**src/rtl/branch_resolve_if.sv**
```systemverilog
// Signal bundle between the EX-stage branch resolver and the pipeline around it
// (decode/EX registers, comparator, hazard unit, PC mux).
interface branch_resolve_if #(
  parameter int CNT_W = 32
);
  logic             ex_valid;
  logic             ex_is_branch;
  logic             ex_is_jump;
  logic [2:0]       ex_funct3;
  logic [31:0]      ex_pc;
  logic [31:0]      ex_target;
  logic             ex_pred_taken;
  logic             BrEq;
  logic             BrLT;
  logic             BrUn;
  logic             stall_in;
  logic [31:0]      if_pc;
  logic             if_pred_taken;
  logic             redirect_valid;
  logic [31:0]      redirect_pc;
  logic             flush_if_id;
  logic             flush_id_ex;
  logic [CNT_W-1:0] branch_cnt;
  logic [CNT_W-1:0] mispredict_cnt;

  modport master (
    output ex_valid, ex_is_branch, ex_is_jump, ex_funct3, ex_pc, ex_target,
           ex_pred_taken, BrEq, BrLT, stall_in, if_pc,
    input  BrUn, if_pred_taken, redirect_valid, redirect_pc, flush_if_id,
           flush_id_ex, branch_cnt, mispredict_cnt
  );

  modport slave (
    input  ex_valid, ex_is_branch, ex_is_jump, ex_funct3, ex_pc, ex_target,
           ex_pred_taken, BrEq, BrLT, stall_in, if_pc,
    output BrUn, if_pred_taken, redirect_valid, redirect_pc, flush_if_id,
           flush_id_ex, branch_cnt, mispredict_cnt
  );
endinterface

```
**src/rtl/branch_resolve_ctrl.sv**
```systemverilog
// EX-stage branch resolution: decodes comparator flags, checks the bimodal
// prediction and issues a one-shot registered redirect/flush on mispredict.
module branch_resolve_ctrl #(
  parameter int IDX_W = 6,
  parameter int CNT_W = 32
) (
  input  logic            clk,
  input  logic            rst,
  branch_resolve_if.slave bus
);

  typedef enum logic {IDLE, REDIRECT} state_t;

  localparam int N_ENT = 2 ** IDX_W;

  state_t           r_state;
  state_t           w_state_next;
  logic             w_redirect;
  logic [31:0]      r_redirect_pc;
  logic [CNT_W-1:0] r_branch_cnt;
  logic [CNT_W-1:0] r_mispredict_cnt;

  logic             w_br_taken;
  logic             w_actual;
  logic             w_resolve;
  logic             w_mispredict;
  logic             w_bht_we;
  logic [IDX_W-1:0] w_upd_idx;
  logic [IDX_W-1:0] w_rd_idx;
  logic [1:0]       w_upd_cur;
  logic [1:0]       w_upd_next;
  logic [1:0]       w_bht [N_ENT];
  logic             w_unused;

  assign bus.BrUn = bus.ex_funct3[1];

  always_comb begin
    w_br_taken = 1'b0;
    case (bus.ex_funct3)
      3'b000:  w_br_taken = bus.BrEq;
      3'b001:  w_br_taken = !bus.BrEq;
      3'b100:  w_br_taken = bus.BrLT;
      3'b101:  w_br_taken = !bus.BrLT;
      3'b110:  w_br_taken = bus.BrLT;
      3'b111:  w_br_taken = !bus.BrLT;
      default: w_br_taken = 1'b0;
    endcase
  end

  // A jump wins over the branch flag when both are set.
  assign w_actual     = bus.ex_is_jump ? 1'b1 : w_br_taken;
  assign w_resolve    = bus.ex_valid & (bus.ex_is_branch | bus.ex_is_jump)
                        & !bus.stall_in & (r_state == IDLE);
  assign w_mispredict = w_actual != bus.ex_pred_taken;

  always_comb begin
    w_state_next = r_state;
    w_redirect   = 1'b0;
    case (r_state)
      IDLE: begin
        if (w_resolve && w_mispredict) w_state_next = REDIRECT;
      end
      REDIRECT: begin
        w_redirect = 1'b1;
        if (!bus.stall_in) w_state_next = IDLE;
      end
      default: w_state_next = IDLE;
    endcase
  end

  always_ff @(posedge clk or posedge rst) begin
    if (rst) begin
      r_state          <= IDLE;
      r_redirect_pc    <= '0;
      r_branch_cnt     <= '0;
      r_mispredict_cnt <= '0;
    end else begin
      r_state <= w_state_next;
      if (w_resolve) begin
        r_branch_cnt <= r_branch_cnt + 1'b1;
        if (w_mispredict) begin
          r_mispredict_cnt <= r_mispredict_cnt + 1'b1;
          r_redirect_pc    <= w_actual ? bus.ex_target : bus.ex_pc + 32'd4;
        end
      end
    end
  end

  assign bus.redirect_valid = w_redirect;
  assign bus.flush_if_id    = w_redirect;
  assign bus.flush_id_ex    = w_redirect;
  assign bus.redirect_pc    = r_redirect_pc;
  assign bus.branch_cnt     = r_branch_cnt;
  assign bus.mispredict_cnt = r_mispredict_cnt;

  // Bimodal table: combinational lookup sees the pre-update counter value.
  assign w_rd_idx   = bus.if_pc[IDX_W+1:2];
  assign w_upd_idx  = bus.ex_pc[IDX_W+1:2];
  assign w_bht_we   = w_resolve & bus.ex_is_branch & !bus.ex_is_jump;
  assign w_upd_cur  = w_bht[w_upd_idx];
  assign w_upd_next = w_actual ? ((w_upd_cur == 2'b11) ? 2'b11 : w_upd_cur + 2'b01)
                               : ((w_upd_cur == 2'b00) ? 2'b00 : w_upd_cur - 2'b01);

  genvar gi;
  generate
    for (gi = 0; gi < N_ENT; gi++) begin : g_bht
      logic [1:0] r_cnt;
      always_ff @(posedge clk or posedge rst) begin
        if (rst)
          r_cnt <= 2'b01;
        else if (w_bht_we && (w_upd_idx == IDX_W'(gi)))
          r_cnt <= w_upd_next;
      end
      assign w_bht[gi] = r_cnt;
    end
  endgenerate

  assign bus.if_pred_taken = w_bht[w_rd_idx][1];

  assign w_unused = ^{bus.if_pc[31:IDX_W+2], bus.if_pc[1:0]};

endmodule

```
**src/flat_wrapper.sv**
```systemverilog
// flat-port wrapper written by rule: the top's interface ports become plain ports
module branch_resolve_ctrl_flat 
#(
  parameter int IDX_W = 6,
  parameter int CNT_W = 32
)
  (clk, rst, bus_ex_valid, bus_ex_is_branch, bus_ex_is_jump, bus_ex_funct3, bus_ex_pc, bus_ex_target, bus_ex_pred_taken, bus_BrEq, bus_BrLT, bus_stall_in, bus_if_pc, bus_BrUn, bus_if_pred_taken, bus_redirect_valid, bus_redirect_pc, bus_flush_if_id, bus_flush_id_ex, bus_branch_cnt, bus_mispredict_cnt);
  branch_resolve_if #(.CNT_W(CNT_W)) bus_i ();
  input  logic clk;
  input  logic rst;
  input wire logic [$bits(bus_i.ex_valid)-1:0] bus_ex_valid;
  input wire logic [$bits(bus_i.ex_is_branch)-1:0] bus_ex_is_branch;
  input wire logic [$bits(bus_i.ex_is_jump)-1:0] bus_ex_is_jump;
  input wire logic [$bits(bus_i.ex_funct3)-1:0] bus_ex_funct3;
  input wire logic [$bits(bus_i.ex_pc)-1:0] bus_ex_pc;
  input wire logic [$bits(bus_i.ex_target)-1:0] bus_ex_target;
  input wire logic [$bits(bus_i.ex_pred_taken)-1:0] bus_ex_pred_taken;
  input wire logic [$bits(bus_i.BrEq)-1:0] bus_BrEq;
  input wire logic [$bits(bus_i.BrLT)-1:0] bus_BrLT;
  input wire logic [$bits(bus_i.stall_in)-1:0] bus_stall_in;
  input wire logic [$bits(bus_i.if_pc)-1:0] bus_if_pc;
  output wire logic [$bits(bus_i.BrUn)-1:0] bus_BrUn;
  output wire logic [$bits(bus_i.if_pred_taken)-1:0] bus_if_pred_taken;
  output wire logic [$bits(bus_i.redirect_valid)-1:0] bus_redirect_valid;
  output wire logic [$bits(bus_i.redirect_pc)-1:0] bus_redirect_pc;
  output wire logic [$bits(bus_i.flush_if_id)-1:0] bus_flush_if_id;
  output wire logic [$bits(bus_i.flush_id_ex)-1:0] bus_flush_id_ex;
  output wire logic [$bits(bus_i.branch_cnt)-1:0] bus_branch_cnt;
  output wire logic [$bits(bus_i.mispredict_cnt)-1:0] bus_mispredict_cnt;
  assign bus_i.ex_valid = bus_ex_valid;
  assign bus_i.ex_is_branch = bus_ex_is_branch;
  assign bus_i.ex_is_jump = bus_ex_is_jump;
  assign bus_i.ex_funct3 = bus_ex_funct3;
  assign bus_i.ex_pc = bus_ex_pc;
  assign bus_i.ex_target = bus_ex_target;
  assign bus_i.ex_pred_taken = bus_ex_pred_taken;
  assign bus_i.BrEq = bus_BrEq;
  assign bus_i.BrLT = bus_BrLT;
  assign bus_i.stall_in = bus_stall_in;
  assign bus_i.if_pc = bus_if_pc;
  assign bus_BrUn = bus_i.BrUn;
  assign bus_if_pred_taken = bus_i.if_pred_taken;
  assign bus_redirect_valid = bus_i.redirect_valid;
  assign bus_redirect_pc = bus_i.redirect_pc;
  assign bus_flush_if_id = bus_i.flush_if_id;
  assign bus_flush_id_ex = bus_i.flush_id_ex;
  assign bus_branch_cnt = bus_i.branch_cnt;
  assign bus_mispredict_cnt = bus_i.mispredict_cnt;
  branch_resolve_ctrl #(.IDX_W(IDX_W), .CNT_W(CNT_W)) u_core (.clk(clk), .rst(rst), .bus(bus_i));
endmodule
```
**config.mk**
```make
export PLATFORM = sky130hd
export DESIGN_NAME = branch_resolve_ctrl_flat
export DESIGN_NICKNAME = d
export VERILOG_FILES = /design/src/rtl/branch_resolve_if.sv /design/src/rtl/branch_resolve_ctrl.sv /design/src/flat_wrapper.sv
export SDC_FILE = /design/constraint.sdc
export NUM_CORES = 1
export LEC_CHECK = 0
export CAP_MARGIN = 10
export CORE_MARGIN = 2
export CORE_UTILIZATION = 55
export CTS_BUF_LIST = sky130_fd_sc_hd__clkbuf_4 sky130_fd_sc_hd__clkbuf_8
export CTS_CLUSTER_SIZE = 10
export DETAILED_ROUTE_END_ITERATION = 6
export GPL_ROUTABILITY_DRIVEN = 0
export PLACE_DENSITY = 0.83
export SLEW_MARGIN = 10
export SYNTH_ARGS = -nofsm -noshare
export SYNTH_HDL_FRONTEND = slang
export SYNTH_SLANG_ARGS = --single-unit
```
**constraint.sdc**
```tcl
create_clock -name clk -period 9.8 [get_ports clk]
set_input_delay 1.96 -clock clk [delete_from_list [all_inputs] [get_ports clk]]
set_output_delay 1.96 -clock clk [all_outputs]
set_load 0.01 [all_outputs]
```
==> impl_results.md, run 1 <==
- RSZ-0062 raised after global routing: false
- Critical path startpoint category: primary input
- Final std cells w/o fill: around 1600
- Worst Hold Class: register to register
- Ys Warns: 0
- Iter 0 DRT Violations: 653
- Cts repair resizes: 0
- Setup crit start: bus_if_pc[3]
- CP Capture Point: bus_if_pred_taken
- Crit path buffers/inverters: 2
- Vias in the first global route: 9292
- Fin crit share: ~70%
- Cells after synthesis: 1139
- Most area-consuming cells after synthesis: dfrtp_1 (34%), dfstp_2 (14%), mux4_2 (8.5%)
- Pins Over Slew Limit: 0
- Synth top cells by count: nor2_1 (243), dfrtp_1 (161), nand2_1 (101)
- Die area: 22790 um^2
- P&R area growth vs syn: 23.64%
- Most common cell in the netlist: nor2_1
- Final setup viols: 0
- Initial core utilization: 56.34%
- ANT cells: 0
- F_max: 146.2 MHz
- FF-to-FF Start: u_core.g_bht[51].r_cnt[1]$_DFFE_PP0P_
- Core area: 21090 um^2
- Post-synthesis register bit count: 225
- Post CTS Setup Buffer Count: 0
- Hpwl dp: 20.86 mm
- H-Tree Depth: 2
- Initial antenna violation count: 0
- Syn_nets: 1253
- Worst reg-to-reg path cell count: 8
- Reg2Reg Setup Slack: 6.31 ns
- Worst-Margin Slew: 1.175 ns
- Total CTS buffers: 39
- Global route total overflow: 0
- Worst slew margin: a little over a fifth
- Yosys cell types: 56
- Rows: 53
- Top FF cell, synth: dfrtp_1
- Leakage: 5.915 nW
- Clock root buffer: clkbuf_8
- First drt pass iteration count: 5
- Share of layout cells above drive strength 1: 22.71%
- Max Fanout on Critical Path: 16
- CTS tree: yes
- Top delay family on crit path: buffers and inverters
- R2R Path End: u_core.g_bht[35].r_cnt[1]$_DFFE_PP0P_
- First-pass GRT wire length: 48.47 mm
- Ys async rst share: 100.0%
- Slowest CP cell: clkdlybuf4s50_1
- Residual DRC: 0
- CTS Sinks: between 200 and 250
- Post-CTS Hold Buffers: 0
- I/O Buffers: around 180
- Vias post-DR: between 9000 and 10000
- Biggest cell delay along the critical path: 1.07 ns
- Area share of the largest cell type after synthesis: around 34%
- Tot GR Track Use: between 20% and 30%
- Chip width: between 150 and 200 um
- Die height: around 150 um
- Post-Syn Area: 11880 um^2
- Clk_lat worst skew: 0.53 ns
- Post-synth top area cell: dfrtp_1
- Drt via density: 5.798
- EDFF count, synth: 0
- ANT nets after route: 0
- Clk slew on worst S/H paths: 0.06 ns
- IO Pins: 209
- Fin nets: 1426
- Instance count on the critical path: 7
- Status: finished, final reports clean
- Crit-path cells: clkdlybuf4s50_1, mux4_2, mux4_2, mux2_2, nand2_1, o21ai_0, clkdlybuf4s50_1
- Hold Vio Cnt, Final: 0
- Pwr Density: ~170 nW/um^2
- Largest buffer count on any clock path: 3
- Crit end category: output pin
- Max Cap Viol: 0
- Total power: 0.002530 W
- Setup TNS: 0 ns
- Placed cells: 1546
- Skew final: 0.02819 ns
- Fin crit period: 6.841 ns
- DRT Wirelength: 30.72 mm
- Peak supply drop: 0.1503 mV
- CP required: 7.84 ns
- Syn_area_per_cell: 10.43 um^2
- Wire per inst: 18.99 um
- Worst path arrival time: 4.88 ns
- WS Path Type: primary input to output pin
- Seq/Total Area, Yosys: 48.07%
- Largest net degree at the start of global routing: 155
[metal layers]
metal | GRT usage, % | vias to the layer above | share of wire (%)
met5 | 0.2273 | - | 0
met4 | 10.89 | 0 | 3.5
met3 | 5.211 | 79 | 6.9
met2 | 43.98 | 385 | 49
met1 | 36.05 | 4594 | 40
li1 | - | 4323 | -
[power by group]
part | total [W] | leakage, nW | internal, W | switching, W
Clock | 0.00102 | 0.500 | 0.000632 | 0.000391
Combinational | 0.000430 | 2.59 | 0.000209 | 0.000220
Sequential | 0.00108 | 2.82 | 0.00102 | 0.0000614
[metrics by stage]
step	cell area, um^2	setup slack, ns	hold slack (ns)	utilization (%)
floorplan	11880	1.783	0.4786	-
global placement	13730	2.976	0.4568	65.13
detailed placement	13730	2.972	0.4615	65.13
CTS	14690	2.967	0.4689	69.66
global route	14690	2.901	0.4971	69.66
finish	14690	2.959	0.4683	69.66
[worst min path at each step]
stage	depth (start not counted)	startpoint	slack (ns)	to
after detailed placement	1	u_core.bus.branch_cnt[31]$_DFFE_PP0P_	0.46	u_core.bus.branch_cnt[31]$_DFFE_PP0P_
final	1	u_core.bus.branch_cnt[31]$_DFFE_PP0P_	0.47	u_core.bus.branch_cnt[31]$_DFFE_PP0P_
after global placement	1	u_core.bus.branch_cnt[31]$_DFFE_PP0P_	0.46	u_core.bus.branch_cnt[31]$_DFFE_PP0P_
after global routing	1	u_core.bus.mispredict_cnt[31]$_DFFE_PP0P_	0.50	u_core.bus.mispredict_cnt[31]$_DFFE_PP0P_
after CTS	1	u_core.bus.branch_cnt[31]$_DFFE_PP0P_	0.47	u_core.bus.branch_cnt[31]$_DFFE_PP0P_
after floorplan	2	u_core.g_bht[0].r_cnt[0]$_DFFE_PP1P_	0.48	u_core.g_bht[0].r_cnt[0]$_DFFE_PP1P_
[layout make-up]
| cell class | count | area (um^2) |
|---|---|---|
| fillers | 1538 | 6399 |
| multi-input cells | 846 | 5751 |
| flip-flops and latches | 225 | 5710 |
| repair buffers | 192 | 1892 |
| clock buffers | 60 | 763.2 |
| well taps | 275 | 344.1 |
| clock inverters | 12 | 191.4 |
| inverters | 8 | 37.54 |
[cell usage in the layout (no fill, tap or decap), types with 12 or more instances in the layout]
| cell | Yosys | routed |
|---|---|---|
| a21oi_1 | 55 | 55 |
| a21oi_2 | 100 | 100 |
| and3_1 | 14 | 14 |
| clkbuf_8 | 0 | 50 |
| clkdlybuf4s50_1 | 0 | 181 |
| dfrtp_1 | 161 | 161 |
| dfstp_2 | 64 | 64 |
| mux2i_1 | 19 | 19 |
| mux4_2 | 45 | 45 |
| nand2_1 | 101 | 101 |
| nand3_1 | 33 | 33 |
| nand4_1 | 22 | 22 |
| nor2_1 | 243 | 243 |
| nor3_1 | 12 | 12 |
| o21ai_0 | 29 | 29 |
| xnor2_1 | 50 | 50 |
| xor2_1 | 41 | 41 |
[state kept, by name, indices dropped and copies added, names as in the netlist]
signal / count
u_core.bus.redirect_pc: 32
u_core.bus.branch_cnt: 32
u_core.r_state: 1
u_core.bus.mispredict_cnt: 32
u_core.g_bht.r_cnt: 128
[cell families (layout without fill, tap and decap cells)]
group | count (synthesis) | after routing | share of synthesized area, %
compound gates | 213 | 213 | 12.89
xor+xnor | 91 | 91 | 6.709
fa+ha+maj | 8 | 8 | 0.8215
buf+inv | 68 | 272 | 3.549
flops | 225 | 225 | 48.07
mux | 69 | 69 | 10.86
simple gates | 465 | 465 | 17.10
Power figures use the tool's default switching activity.
==> inputs of run 2 (changes only) <==
Clock period 9.8 ns to 6.4 ns, I/O delays scaled along.
==> impl_results.md, run 2 (synthesized netlist as in run 1, its figures left out) <==
- Worst path arrival time: 4.09 ns (-0.79 ns)
- ANT nets after route: 0 (unchanged)
- RSZ-0062 raised after global routing: false
- Clock root buffer: clkbuf_8
- Peak supply drop: 0.1982 mV (+32%)
- Fin crit period: 5.367 ns
- H-Tree Depth: 2 (unchanged)
- Worst slew margin: 26.02% (+4.4 points)
- Most frequent cells in the layout: nor2_1 (243), clkdlybuf4s50_1 (181), dfrtp_1 (161), nand2_1 (101), a21oi_2 (100)
- CP required: 5.12 ns (-2.72 ns)
- Largest buffer count on any clock path: 3 (unchanged)
- Pwr Density: 252.5 nW/um^2 (+47%)
- Fin crit share: 83.87%
- Largest register FFs: 128 (unchanged)
- Vias post-DR: 9232 (-1.6%)
- Largest net degree at the start of global routing: 78 (-50%)
- Worst Hold Class: register to register
- Global route total overflow: 0 (unchanged)
- Final setup viols: 0 (unchanged)
- Fin nets: 1431 (+0.35%)
- Pins Over Slew Limit: 0 (unchanged)
- Total CTS buffers: 39 (unchanged)
- Met3 Track Usage GR: 4.307% (-0.90 points)
- Max Fanout on Critical Path: 16 (unchanged)
- GRT busiest layer: met2
- First-pass GRT wire length: 47.71 mm (-1.6%)
- I/O Buffers: 182 (unchanged)
- Max Cap Viol: 0 (unchanged)
- Cts repair resizes: 0 (unchanged)
- Slowest CP cell: mux4_2
- Setup TNS: 0 ns (unchanged)
- CTS Sinks: 225 (unchanged)
- Initial antenna violation count: 0 (unchanged)
- Clk_lat worst skew: 0.54 ns (about the same)
- Critical path startpoint category: primary input
- Final core occ: 69.27% (-0.39 points)
- Crit-path cells: clkdlybuf4s50_1, buf_4, mux4_2, mux4_2, mux2i_1, o21ai_0, clkdlybuf4s50_1
- Post CTS Setup Buffer Count: 0 (unchanged)
- Clk slew on worst S/H paths: 0.05 ns (about the same)
- WS Path Type: primary input to output pin
- Status: finished, final reports clean
- Iter 0 DRT Violations: 652 (-0.15%)
- Core area: 21090 um^2 (unchanged)
- Chip width: 151.0 um (unchanged)
- Skew final: 0.02639 ns (-0.001807 ns)
- P&R area growth vs syn: 22.96%
- Post-CTS Hold Buffers: 0 (unchanged)
- Leakage: 5.874 nW (-0.70%)
- Worst reg-to-reg path cell count: 7 (-1)
- Met1 Usage GRT: 35.85% (-0.21 points)
- Biggest cell delay along the critical path: 0.60 ns (-0.47 ns)
- Reg with most FFs: u_core.g_bht.r_cnt
- CTS tree: yes
- ANT cells: 0 (unchanged)
- Drt via density: 5.692 (-1.8%)
- Tot GR Track Use: 26.77% (-0.29 points)
- # fillers: 1553 (+0.98%)
- Crit end category: output pin
- Most common cell after layout, fill and taps aside: nor2_1
- Initial core utilization: 56.34% (unchanged)
- Share of layout cells above drive strength 1: 22.94% (+0.23 points)
- IO Pins: 209 (unchanged)
- F_max: 186.3 MHz
- Hold Vio Cnt, Final: 0 (unchanged)
- DRT Wirelength: 30.28 mm (-1.5%)
- Placed inst area: 13780 um^2 (+0.34%)
- Hold-critical path depth: 1 (unchanged)
- Vias in the first global route: 9084 (-2.2%)
- Worst-Margin Slew: 1.110 ns (-0.06579 ns)
- First drt pass iteration count: 5 (unchanged)
- Die area: 22790 um^2 (unchanged)
- Design Area, Final: 14610 um^2 (-0.55%)
- Hpwl dp: 21.42 mm (+2.7%)
- Met2 Track Usage GR: 44.16% (+0.18 points)
- Crit path buffers/inverters: 3 (+1)
- Instance count on the critical path: 7 (unchanged)
- Top delay family on crit path: multiplexers
- Die height: 151.0 um (unchanged)
- Rows: 53 (unchanged)
- Wire per inst: 18.67 um (-1.7%)
- Residual DRC: 0 (unchanged)
==> run 2: power breakdown <==
group	switching, W	internal, W
Sequential	0.0000910	0.00156
Combinational	0.000340	0.000325
Clock	0.000587	0.000788
Total	0.00102	0.00267
==> run 2: path summary, 6_finish.rpt <==
kind | start | end | slack (ns)
setup / recovery | bus_if_pc[2] | bus_if_pred_taken | 1.03
hold / removal | u_core.bus.mispredict_cnt[31]$_DFFE_PP0P_ | u_core.bus.mispredict_cnt[31]$_DFFE_PP0P_ | 0.46
setup reg to reg | u_core.g_bht[51].r_cnt[1]$_DFFE_PP0P_ | u_core.g_bht[0].r_cnt[0]$_DFFE_PP1P_ | 3.39
hold reg to reg | u_core.bus.mispredict_cnt[31]$_DFFE_PP0P_ | u_core.bus.mispredict_cnt[31]$_DFFE_PP0P_ | 0.46
max in group asynchronous | rst | u_core.g_bht[9].r_cnt[1]$_DFFE_PP0P_ | 3.73
min in group asynchronous | rst | u_core.g_bht[33].r_cnt[1]$_DFFE_PP0P_ | 1.23
==> run 2: stage by stage <==
step	total power (W)	worst slack (ns)	hold WS [ns]	instances
final	0.003689	1.033	0.4622	1622
after global routing	0.003837	0.9579	0.4944	1622
after CTS	0.003716	1.070	0.4730	1622
after detailed placement	0.002337	1.064	0.4659	1551
after global placement	0.002316	1.084	0.4564	1551
after floorplan	0.002015	1.702	0.4786	1139
==> run 2: layout make-up <==
cell class	count	area, um^2	area share [%]
clock buffers	63	754.5	5.165
inverters	8	33.78	0.2313
repair buffers	197	1942	13.29
flip-flops and latches	225	5710	39.09
multi-input cells	846	5751	39.37
well taps	275	344.1	2.355
clock inverters	8	72.57	0.4968
==> run 2: per-layer routing <==
metal | up-vias | share of wire (%)
li1 | 4339 | -
met4 | 0 | 3.6
met5 | - | 0
met1 | 4467 | 41
met2 | 348 | 49
met3 | 78 | 6.2
